[src/rtl/led_pattern_gen.sv]
// LED animation engine: prescaled step tick drives bounce / rotate / bar / binary patterns.
// Optional PWM dimming stage is built when LED_PATTERN_PWM_EN is defined.
module led_pattern_gen #(
  parameter int N_LEDS   = 8,
  parameter int TICK_DIV = 6000000
) (
  input  logic              CLK,
  input  logic              RESETN,
  input  logic              EN,
  input  logic [1:0]        MODE,
`ifdef LED_PATTERN_PWM_EN
  input  logic [3:0]        BRIGHT,
`endif
  output logic [N_LEDS-1:0] LEDS,
  output logic              TICK,
  output logic              CYCLE
);

  localparam int CW = (TICK_DIV > 1) ? $clog2(TICK_DIV) : 1;
  localparam int PW = (N_LEDS > 1) ? $clog2(N_LEDS) : 1;

  localparam logic [CW-1:0]     CNT_MAX  = CW'(TICK_DIV - 1);
  localparam logic [CW-1:0]     CNT_ZERO = {CW{1'b0}};
  localparam logic [CW-1:0]     CNT_ONE  = CW'(1'b1);
  localparam logic [PW-1:0]     POS_MAX  = PW'(N_LEDS - 1);
  localparam logic [PW-1:0]     POS_ZERO = {PW{1'b0}};
  localparam logic [PW-1:0]     POS_ONE  = PW'(1'b1);
  localparam logic [N_LEDS-1:0] BIN_ONE  = N_LEDS'(1'b1);
  localparam logic [N_LEDS-1:0] BIN_ALL  = {N_LEDS{1'b1}};

  typedef enum logic [1:0] {
    MODE_BOUNCE = 2'd0,
    MODE_ROTATE = 2'd1,
    MODE_BAR    = 2'd2,
    MODE_BINARY = 2'd3
  } mode_t;

  typedef enum logic {
    DIR_UP   = 1'b0,
    DIR_DOWN = 1'b1
  } dir_t;

  logic [CW-1:0]     cnt_r;
  logic              step_s;
  logic [PW-1:0]     pos_r;
  logic [PW-1:0]     pos_n;
  dir_t              dir_r;
  dir_t              dir_n;
  logic [N_LEDS-1:0] bin_r;
  logic [N_LEDS-1:0] bin_n;
  logic              start_n;
  mode_t             amode_r;
  mode_t             mode_in_s;
  logic [N_LEDS-1:0] pat_r;
  logic              tick_r;
  logic              cycle_r;

  // LED image for a given mode and step state.
  function automatic logic [N_LEDS-1:0] pattern_of(
    input mode_t             mode,
    input logic [PW-1:0]     pos,
    input logic [N_LEDS-1:0] bin
  );
    logic [N_LEDS-1:0] p;
    p = BIN_ONE;
    case (mode)
      MODE_BOUNCE, MODE_ROTATE: p = BIN_ONE << pos;
      MODE_BAR: begin
        for (int i = 0; i < N_LEDS; i++) begin
          p[i] = (PW'(i) <= pos);
        end
      end
      MODE_BINARY: p = bin;
      default:     p = BIN_ONE;
    endcase
    return p;
  endfunction

  // Prescaler: counts only while enabled, wraps at TICK_DIV-1.
  always_ff @(posedge CLK or negedge RESETN) begin
    if (!RESETN) begin
      cnt_r <= CNT_ZERO;
    end else if (EN) begin
      if (cnt_r == CNT_MAX) begin
        cnt_r <= CNT_ZERO;
      end else begin
        cnt_r <= cnt_r + CNT_ONE;
      end
    end else begin
      cnt_r <= cnt_r;
    end
  end

  assign step_s    = EN && (cnt_r == CNT_MAX);
  assign mode_in_s = mode_t'(MODE);

  // Next step state for the active mode; direction flips as an endpoint is reached.
  always_comb begin
    pos_n   = pos_r;
    dir_n   = dir_r;
    bin_n   = bin_r;
    start_n = 1'b0;
    case (amode_r)
      MODE_BOUNCE, MODE_BAR: begin
        if (dir_r == DIR_UP) begin
          if (pos_r >= POS_MAX) begin
            pos_n = POS_MAX - POS_ONE;
            dir_n = DIR_DOWN;
          end else begin
            pos_n = pos_r + POS_ONE;
            dir_n = (pos_n == POS_MAX) ? DIR_DOWN : DIR_UP;
          end
        end else begin
          if (pos_r == POS_ZERO) begin
            pos_n = POS_ONE;
            dir_n = DIR_UP;
          end else begin
            pos_n = pos_r - POS_ONE;
            dir_n = (pos_n == POS_ZERO) ? DIR_UP : DIR_DOWN;
          end
        end
      end
      MODE_ROTATE: begin
        if (pos_r >= POS_MAX) begin
          pos_n = POS_ZERO;
        end else begin
          pos_n = pos_r + POS_ONE;
        end
        dir_n = DIR_UP;
      end
      MODE_BINARY: begin
        if (bin_r == BIN_ALL) begin
          bin_n = BIN_ONE;
        end else begin
          bin_n = bin_r + BIN_ONE;
        end
      end
      default: begin
        pos_n = POS_ZERO;
        dir_n = DIR_UP;
        bin_n = BIN_ONE;
      end
    endcase
    if (amode_r == MODE_BINARY) begin
      start_n = (bin_n == BIN_ONE);
    end else begin
      start_n = (pos_n == POS_ZERO);
    end
  end

  // Step state machine with registered pattern and strobes; a mode change restarts without advancing.
  always_ff @(posedge CLK or negedge RESETN) begin
    if (!RESETN) begin
      amode_r <= MODE_BOUNCE;
      pos_r   <= POS_ZERO;
      dir_r   <= DIR_UP;
      bin_r   <= BIN_ONE;
      pat_r   <= BIN_ONE;
      tick_r  <= 1'b0;
      cycle_r <= 1'b0;
    end else if (step_s) begin
      tick_r <= 1'b1;
      if (mode_in_s != amode_r) begin
        amode_r <= mode_in_s;
        pos_r   <= POS_ZERO;
        dir_r   <= DIR_UP;
        bin_r   <= BIN_ONE;
        pat_r   <= pattern_of(mode_in_s, POS_ZERO, BIN_ONE);
        cycle_r <= 1'b1;
      end else begin
        amode_r <= amode_r;
        pos_r   <= pos_n;
        dir_r   <= dir_n;
        bin_r   <= bin_n;
        pat_r   <= pattern_of(amode_r, pos_n, bin_n);
        cycle_r <= start_n;
      end
    end else begin
      tick_r  <= 1'b0;
      cycle_r <= 1'b0;
    end
  end

  assign TICK  = tick_r;
  assign CYCLE = cycle_r;

`ifdef LED_PATTERN_PWM_EN
  logic [3:0]        pwm_r;
  logic [N_LEDS-1:0] leds_r;

  // Free-running duty counter gates the pattern; duty is (BRIGHT+1)/16.
  always_ff @(posedge CLK or negedge RESETN) begin
    if (!RESETN) begin
      pwm_r  <= 4'd0;
      leds_r <= BIN_ONE;
    end else begin
      pwm_r  <= pwm_r + 4'd1;
      leds_r <= pat_r & {N_LEDS{pwm_r <= BRIGHT}};
    end
  end

  assign LEDS = leds_r;
`else
  assign LEDS = pat_r;
`endif

endmodule

[config.mk]
export PLATFORM = sky130hd
export DESIGN_NAME = led_pattern_gen
export DESIGN_NICKNAME = d
export VERILOG_FILES = /design/src/rtl/led_pattern_gen.sv
export SDC_FILE = /design/constraint.sdc
export NUM_CORES = 1
export LEC_CHECK = 0
export CORE_ASPECT_RATIO = 1.25
export CORE_MARGIN = 4
export CORE_UTILIZATION = 45
export CTS_CLUSTER_DIAMETER = 60
export CTS_CLUSTER_SIZE = 14
export DETAILED_ROUTE_END_ITERATION = 12
export SLEW_MARGIN = 5
export SYNTH_ARGS = -nofsm -noshare
export SYNTH_HDL_FRONTEND = slang
export SYNTH_SLANG_ARGS = --single-unit
export TNS_END_PERCENT = 5
[constraint.sdc]
create_clock -name CLK -period 3.2 [get_ports CLK]
set_input_delay 0.64 -clock CLK [delete_from_list [all_inputs] [get_ports CLK]]
set_output_delay 0.64 -clock CLK [all_outputs]
set_load 0.03 [all_outputs]
* After elaboration in Yosys (flattened, before gate mapping)
Index checks and enable logic that the tools add are counted.
** Operators by class
- Add/subtract/negate cells :: 4
- Order comparisons :: 9
- Equality and inequality tests :: 11
- Shift-type cells :: 1
- Mux-type cells :: 24
- Reduce and logical (&&, ||, !) cells :: 12
** Operator list (number)
- $mux W8 :: 5
- $pmux W8 S3 :: 1
- $add A23 B1 Y23 const B :: 1
- $eq A23 B23 Y1 const B :: 1
- $mux W23 :: 1
- $mux W3 :: 5
- $le A3 B3 Y1 const A :: 4
- $mux W1 :: 10
- $logic_not A3 Y1 :: 3
- $add A8 B1 Y8 const B :: 1
- $eq A2 B2 Y1 const B :: 4
- $eq A8 B1 Y1 const B :: 1
- $eq A8 B8 Y1 const B :: 1
- $shl A1 B3 Y8 const A :: 1
- $le A1 B3 Y1 const A :: 2
- $le A2 B3 Y1 const A :: 2
- $pmux W3 S2 :: 1
- $eq A2 B1 Y1 const B :: 2
- $logic_not A2 Y1 :: 2
- $reduce_and A2 Y1 :: 2
- $reduce_or A2 Y1 :: 2
- $reduce_or A4 Y1 :: 1
- $add A3 B1 Y3 const B :: 1
- $eq A3 B3 Y1 const B :: 1
- 6 further kinds :: 6
** Storage, ports and cells
- Flip-flop bits (word level) :: 47
- Input bits :: 5
- Output and inout bits :: 10

* Depth between registers and ports, before layout
Gate-level depths: netlist of run 1.
- Depth after elaboration :: 8
- Gate-level depth with buffers :: 10

* Least setup slack after synthesis of run 1
OpenSTA, ideal clock, no wires.
- Path type :: register -> register
- From :: register pos_r[0]
- To :: register pat_r[2] (netlist: LEDS[2])
- Library setup time :: 0.118 ns
- Arrival :: 2.042 ns
- Required time :: 3.082 ns
- Slack :: 1.040 ns
- Cell stages (with the launch flop) :: 8
- Path buffers :: 0
- Period minus slack after synthesis :: 2.160 ns
- Cell sequence :: dfrtp_1 -> ha_1 -> ha_1 -> a311oi_2 -> a211oi_2 -> a2111oi_4 -> a2111oi_0 -> a21o_1
** On the way
- Word-level cells in the longest chain between the ends :: 7
** RTL lines
- start: declaration :: line 45 : logic [PW-1:0] pos_r;
- start signal: assignment :: line 172 : pos_r <= pos_n;
- $add A3 B1 Y3 (tied with other cells) :: line 110, 127
- $mux W3 (on tied branches) :: line 106, 114
- $mux W3 :: line 105 : if (dir_r == DIR_UP) begin
- $pmux W3 S2 (*) :: line 103 : case (amode_r)
- $le A2 B3 Y1 or $shl A1 B3 Y8 (tied branches) :: line 70, 67
- $pmux W8 S3 (*) :: line 66 : case (mode)
- $mux W8 (*) :: line 163 : if (mode_in_s != amode_r) begin
- end signal: assignment :: line 168 : pat_r <= pattern_of(mode_in_s, POS_ZERO, BIN_ONE);
- end signal: assignment :: line 175 : pat_r <= pattern_of(amode_r, pos_n, bin_n);
- end: declaration :: line 54 : logic [N_LEDS-1:0] pat_r;
Every way passes the cells marked *; elsewhere a longest branch is shown, timed or not.
A chain may end at the register's enable or synchronous reset.

* Worst setup path after layout of run 1
- From :: register pos_r[0]
- To :: register pat_r[5] (netlist: LEDS[5])
** On the way
- Word-level cells in the longest chain between the ends :: 7
** RTL lines (line)
- $add A3 B1 Y3 (tied with other cells) :: 110, 127
- $mux W3 (on tied branches) :: 106, 114
- $mux W3 :: 105
- $pmux W3 S2 (*) :: 103
- $le A3 B3 Y1 or $shl A1 B3 Y8 (tied branches) :: 70, 67
- $pmux W8 S3 (*) :: 66
- $mux W8 (*) :: 163
Marked as above.

==> results of run 1 <==
critical path, stage by stage (launching register included):
cell and delay (ns):
dfrtp_1 0.46, ha_1 0.27, ha_1 0.23, a311oi_2 0.32, a211oi_2 0.11, a2111oi_4 0.55, nand2_1 0.12, o21a_1 0.19
o21ai_1 0.12
path summary, 6_finish.rpt:
path	start	to	cells past startpoint
max in group asynchronous	RESETN	cnt_r[14]	1
worst min register to register	LEDS[6]	LEDS[6]	2
worst max-delay path	pos_r[0]	LEDS[5]	8
min in group asynchronous	RESETN	dir_r	1
worst max register to register	pos_r[0]	LEDS[5]	8
worst min-delay path	LEDS[6]	LEDS[6]	2
flip-flops by register name, summed over array words and instances, names as in the netlist:
| name | count |
|---|---|
| CYCLE | 1 |
| LEDS | 8 |
| TICK | 1 |
| amode_r | 2 |
| bin_r | 8 |
| cnt_r | 23 |
| dir_r | 1 |
| pos_r | 3 |
metrics by stage:
stage / setup WS [ns] / total power, mW
5_1_grt: 0.573 / 1.20
6_report: 0.753 / 1.14
2_1_floorplan: 1.04 / 0.722
3_5_place_dp: 0.694 / 0.759
4_1_cts: 0.751 / 1.17
3_3_place_gp: 0.716 / 0.756
per-layer routing:
metal	wire length [um]	up-vias	track usage	part of all wire
li1	-	1170	-	-
met1	2630	1127	0.215	0.41
met2	3450	53	0.311	0.53
met3	285	12	0.0390	0.044
met4	127	0	0.0648	0.020
met5	0	-	0	0
cells by family (layout without fill, tap and decap cells):
family / count (synthesis) / count (layout) / synth area share
simple gates: 133 / 133 / 0.229
buf+inv: 28 / 38 / 0.0422
fa+ha+maj: 9 / 9 / 0.0392
xor+xnor: 24 / 24 / 0.0731
mux: 2 / 2 / 0.00697
flops: 47 / 47 / 0.410
compound gates: 81 / 81 / 0.199
final cells by class:
cell class / count / area, um^2 / area share
well taps: 85 / 106 / 0.0336
clock buffers: 8 / 100 / 0.0316
flip-flops and latches: 47 / 1180 / 0.372
repair buffers: 17 / 158 / 0.0498
inverters: 13 / 48.8 / 0.0154
multi-input cells: 249 / 1570 / 0.497
power by group through the flow:
stage / logic [mW] / clock network, mW / registers (mW)
finish: 0.0821 / 0.397 / 0.662
global route: 0.0924 / 0.438 / 0.670
CTS: 0.0847 / 0.417 / 0.663
detailed placement: 0.0844 / 0 / 0.674
global placement: 0.0817 / 0 / 0.674
floorplan: 0.0559 / 0 / 0.666
cells in the final DEF (no fill, tap or decap), types with 2 or more instances in the layout:
cell / count
dfrtp_1: 45
nand2_1: 38
a2111o_1: 2
mux2i_1: 2
a21o_1: 2
clkbuf_8: 7
buf_4: 3
o21a_1: 2
o2111a_1: 2
and2_1: 6
o21ai_1: 4
nor3_1: 4
dfstp_2: 2
a211oi_2: 2
a21oi_1: 20
and4_1: 3
o21ai_0: 18
xnor2_1: 13
nand2_2: 2
nand3_1: 13
nand4_1: 6
nor4_1: 2
o22ai_1: 2
a31oi_1: 6
o31a_1: 2
nor2b_1: 3
nand2b_1: 3
or3_1: 5
clkdlybuf4s50_1: 13
ha_1: 9
o31ai_1: 6
xor2_1: 11
nor2_1: 36
and3_1: 7
inv_1: 13
==> impl_metrics.json, run 1 <==
{
  "status": "completed",
  "nFillCells": 595,
  "routed_via_density": 5.64,
  "drcViolationCount": 0,
  "dp_hpwl_um": 4640,
  "crit_type": "flop to flop",
  "synth_top_area_share": 0.392,
  "core_area_um2": 6210,
  "drt_iter0_markers": 210,
  "clk_pin_slew_ns": 0.09,
  "stdcell_area_um2": 3170,
  "drt_wl_total_um": 6490,
  "syn-num-nets": 338,
  "r2r_setup_slack_ns": 0.75,
  "synth.area.top_cells": "dfrtp_1, nand2_1, nor2_1",
  "cell_internal_pwr_mw": 0.859,
  "cts-buffers-inserted": 5,
  "hold_slack_ns": 0.483,
  "cts_setup_buffers": 0,
  "grt_pass1_wl_um": 11200,
  "place_area_um2": 3070,
  "pwr-share-seq": 0.580,
  "grt_pass1_vias": 2366,
  "final_core_util": 0.510,
  "grt-ovfl-total": 0,
  "cp.arrival_ns": 2.68,
  "dr.pass1.iters": 4,
  "synth-edff-count": 0,
  "die_x_um": 79.5,
  "crit_fanout": 8,
  "root_buffer": "clkbuf_8",
  "power_switching_mw": 0.282,
  "initial_core_util": 0.463,
  "crit_required_ns": 3.43,
  "synth_most_common_cell": "dfrtp_1",
  "ys_async_sr_fraction": 1.00,
  "switching_share": 0.247,
  "grt_max_degree": 48,
  "portBuffers": 14,
  "yosys_warnings": 0,
  "synth_top_cell_by_area": "dfrtp_1",
  "setup_viol": 0,
  "combinationalPowerShare": 0.072,
  "htree_levels": 2,
  "synth_flop_cell": "dfrtp_1",
  "fin_skew_ns": 0.0123,
  "synth_common_cells": "dfrtp_1, nand2_1, nor2_1",
  "cellPowerDensity_nw_per_um2": 360,
  "cts_tree": "yes",
  "drv_slew": 0,
  "die_area_um2": 7740,
  "clkPwrFrac": 0.348,
  "seq_area_frac_synth": 0.410,
  "tightest_slew_ns": 1.05,
  "synthCells": 324,
  "n_antenna_cell": 0,
  "die-height_um": 97.4,
  "track_usage": 0.180,
  "holdBufCountCts": 0,
  "area_growth_pct": 10.1,
  "gp_congestion": 0.847,
  "rsz0062_at_grt": "no",
  "critPathCaptureType": "flop",
  "p_leak_nw": 1.33,
  "ys_seq_elements": 47,
  "fin_nets": 347,
  "max_slew_margin": 0.303,
  "ant_nets": 0,
  "clock_path_buffers": 2,
  "finalSetupTns_ns": 0,
  "place_inst": 411,
  "via_count": 2362,
  "grt_antenna_before_repair": 0,
  "fmax_mhz": 409,
  "floorplan.rows": 32,
  "wl_per_cell_um": 15.5,
  "start_kind": "flop",
  "syn_area_um2": 2870,
  "final_cells": 419,
  "syn_area_per_cell_um2": 8.87,
  "cts.sinks": 47,
  "ctsResizeCount": 0,
  "period_needed_ns": 2.45,
  "hold_class": "flop to flop",
  "io_pins": 15,
  "drive_gt1_frac": 0.0749,
  "drv_cap": 0,
  "ir_drop_mv": 0.239,
  "fin_crit_sh": 0.765,
  "finalHoldViolCount": 0,
  "clkLatencyLatePin_ns": 0.30,
  "synth.distinct_cells": 54
}
Note: power is estimated with default switching activity, not from simulation.
==> run 2, diff against run 1 <==
==> constraint.sdc (replaced) <==
create_clock -name CLK -period 2.3 [get_ports CLK]
set_input_delay 0.46 -clock CLK [delete_from_list [all_inputs] [get_ports CLK]]
set_output_delay 0.46 -clock CLK [all_outputs]
set_load 0.03 [all_outputs]
==> impl_metrics.json, run 2 (synthesis results as in run 1) <==
{
  "status": "completed",
  "drv_cap": 0,
  "crit_required_ns": 2.55,
  "final_common_cell": "dfrtp_1",
  "grt_max_degree": 29,
  "root_buffer": "clkbuf_8",
  "floorplan.rows": 32,
  "met1_usage": 0.226,
  "cp.arrival_ns": 2.46,
  "cell_internal_pwr_mw": 1.14,
  "io_pins": 15,
  "core_area_um2": 6210,
  "dp_hpwl_um": 5070,
  "fin_nets": 369,
  "fin_skew_ns": 0.00433,
  "busiest_layer": "met2",
  "timing.rr.start": "pos_r[0]",
  "fin_crit_sh": 0.961,
  "largest_register": "cnt_r",
  "crit_type": "flop to flop",
  "startpoint": "pos_r[0]",
  "drv_slew": 0,
  "multiInputGateArea_um2": 1640,
  "routed_via_density": 5.63,
  "track_usage": 0.184,
  "dr.pass1.iters": 4,
  "start_kind": "flop",
  "period_needed_ns": 2.21,
  "largest_reg_flops": 23,
  "grt-ovfl-total": 0,
  "holdBufCountCts": 0,
  "n_antenna_cell": 0,
  "drive_gt1_frac": 0.160,
  "grt_pass1_wl_um": 11400,
  "portBuffers": 14,
  "grt_pass1_vias": 2347,
  "hold_slack_ns": 0.0910,
  "crit_fanout": 8,
  "die-height_um": 97.4,
  "seq_area_um2": 1180,
  "area_growth_pct": 18.3,
  "gp_congestion": 0.891,
  "met3_usage": 0.0315,
  "layout_common_cells": "dfrtp_1, nand2_1, nor2_1, buf_4, a21oi_1",
  "critPathCaptureType": "flop",
  "pwr-share-seq": 0.586,
  "cts_tree": "yes",
  "p_leak_nw": 1.43,
  "htree_levels": 2,
  "setup_viol": 0,
  "ir_drop_mv": 0.492,
  "place_inst": 430,
  "finalHoldViolCount": 0,
  "wl_per_cell_um": 16.1,
  "max_slew_margin": 0.673,
  "power_switching_mw": 0.425,
  "cellPowerDensity_nw_per_um2": 462,
  "clock_path_buffers": 2,
  "clkLatencyLatePin_ns": 0.30,
  "grt_antenna_before_repair": 0,
  "cts-buffers-inserted": 5,
  "tightest_slew_ns": 0.491,
  "combinationalPowerShare": 0.077,
  "grtUsageMet2": 0.321,
  "nFillCells": 570,
  "switching_share": 0.271,
  "fmax_mhz": 452,
  "clkPwrFrac": 0.337,
  "drt_iter0_markers": 107,
  "drt_wl_total_um": 7090,
  "clk_pin_slew_ns": 0.10,
  "hold_class": "input pin to asynchronous set/reset pin",
  "final_cells": 441,
  "die_area_um2": 7740,
  "drcViolationCount": 0,
  "ant_nets": 0,
  "via_count": 2481,
  "die_x_um": 79.5,
  "initial_core_util": 0.463,
  "cts.sinks": 47
}
==> run 2: power by group through the flow <==
stage	combinational (mW)	clock [mW]	sequential, mW
2_1_floorplan	0.0777	0	0.927
3_3_place_gp	0.122	0	0.935
3_5_place_dp	0.125	0	0.933
4_1_cts	0.124	0.555	0.919
5_1_grt	0.144	0.580	0.927
6_report	0.122	0.528	0.920
==> run 2: critical path, stage by stage, from the launching register on <==
cell	delay, ns
dfrtp_1	0.41
inv_1	0.08
ha_2	0.21
mux2i_2	0.18
a211oi_2	0.38
a2111oi_4	0.10
buf_4	0.18
or4_1	0.53
nand3_1	0.10
==> run 2: what timing repair did <==
item | CTS | global route
pin swaps | 1 | 4
buffers inserted | 0 | 3
gates resized for setup | 1 | 13
endpoints found under the setup margin | 6 | 10
==> run 2: path summary, 6_finish.rpt <==
path | endpoint | slack, ns | depth (start not counted)
setup / recovery | LEDS[6] | 0.09 | 8
hold / removal | cnt_r[4] | 0.09 | 1
setup reg to reg | LEDS[6] | 0.09 | 8
hold reg to reg | LEDS[4] | 0.49 | 2
max in group asynchronous | bin_r[0] | 1.56 | 2
min in group CLK | LEDS[4] | 0.49 | 2
==> run 2: metal layers <==
| layer | share of wire | wire, um |
|---|---|---|
| met1 | 0.41 | 2920 |
| met2 | 0.52 | 3690 |
| met3 | 0.048 | 343 |
| met4 | 0.019 | 133 |
| met5 | 0 | 0 |
==> run 2: through the flow <==
stage / area (um^2) / setup slack (ns) / power, mW / setup TNS, ns / utilization
floorplan: 2870 / 0.140 / 1.00 / 0 / -
global placement: 3220 / 0.0201 / 1.06 / 0 / 0.519
detailed placement: 3220 / -0.0953 / 1.06 / -0.303 / 0.519
CTS: 3320 / -0.0249 / 1.60 / -0.0249 / 0.534
global route: 3400 / -0.0292 / 1.65 / -0.0597 / 0.548
finish: 3400 / 0.0898 / 1.57 / 0 / 0.548
==> run 2: layout make-up <==
cell class,count,area share
clock buffers,5,0.0202
well taps,85,0.0313
inverters,13,0.0143
repair buffers,39,0.0986
flip-flops and latches,47,0.347
multi-input cells,249,0.482
clock inverters,3,0.00699
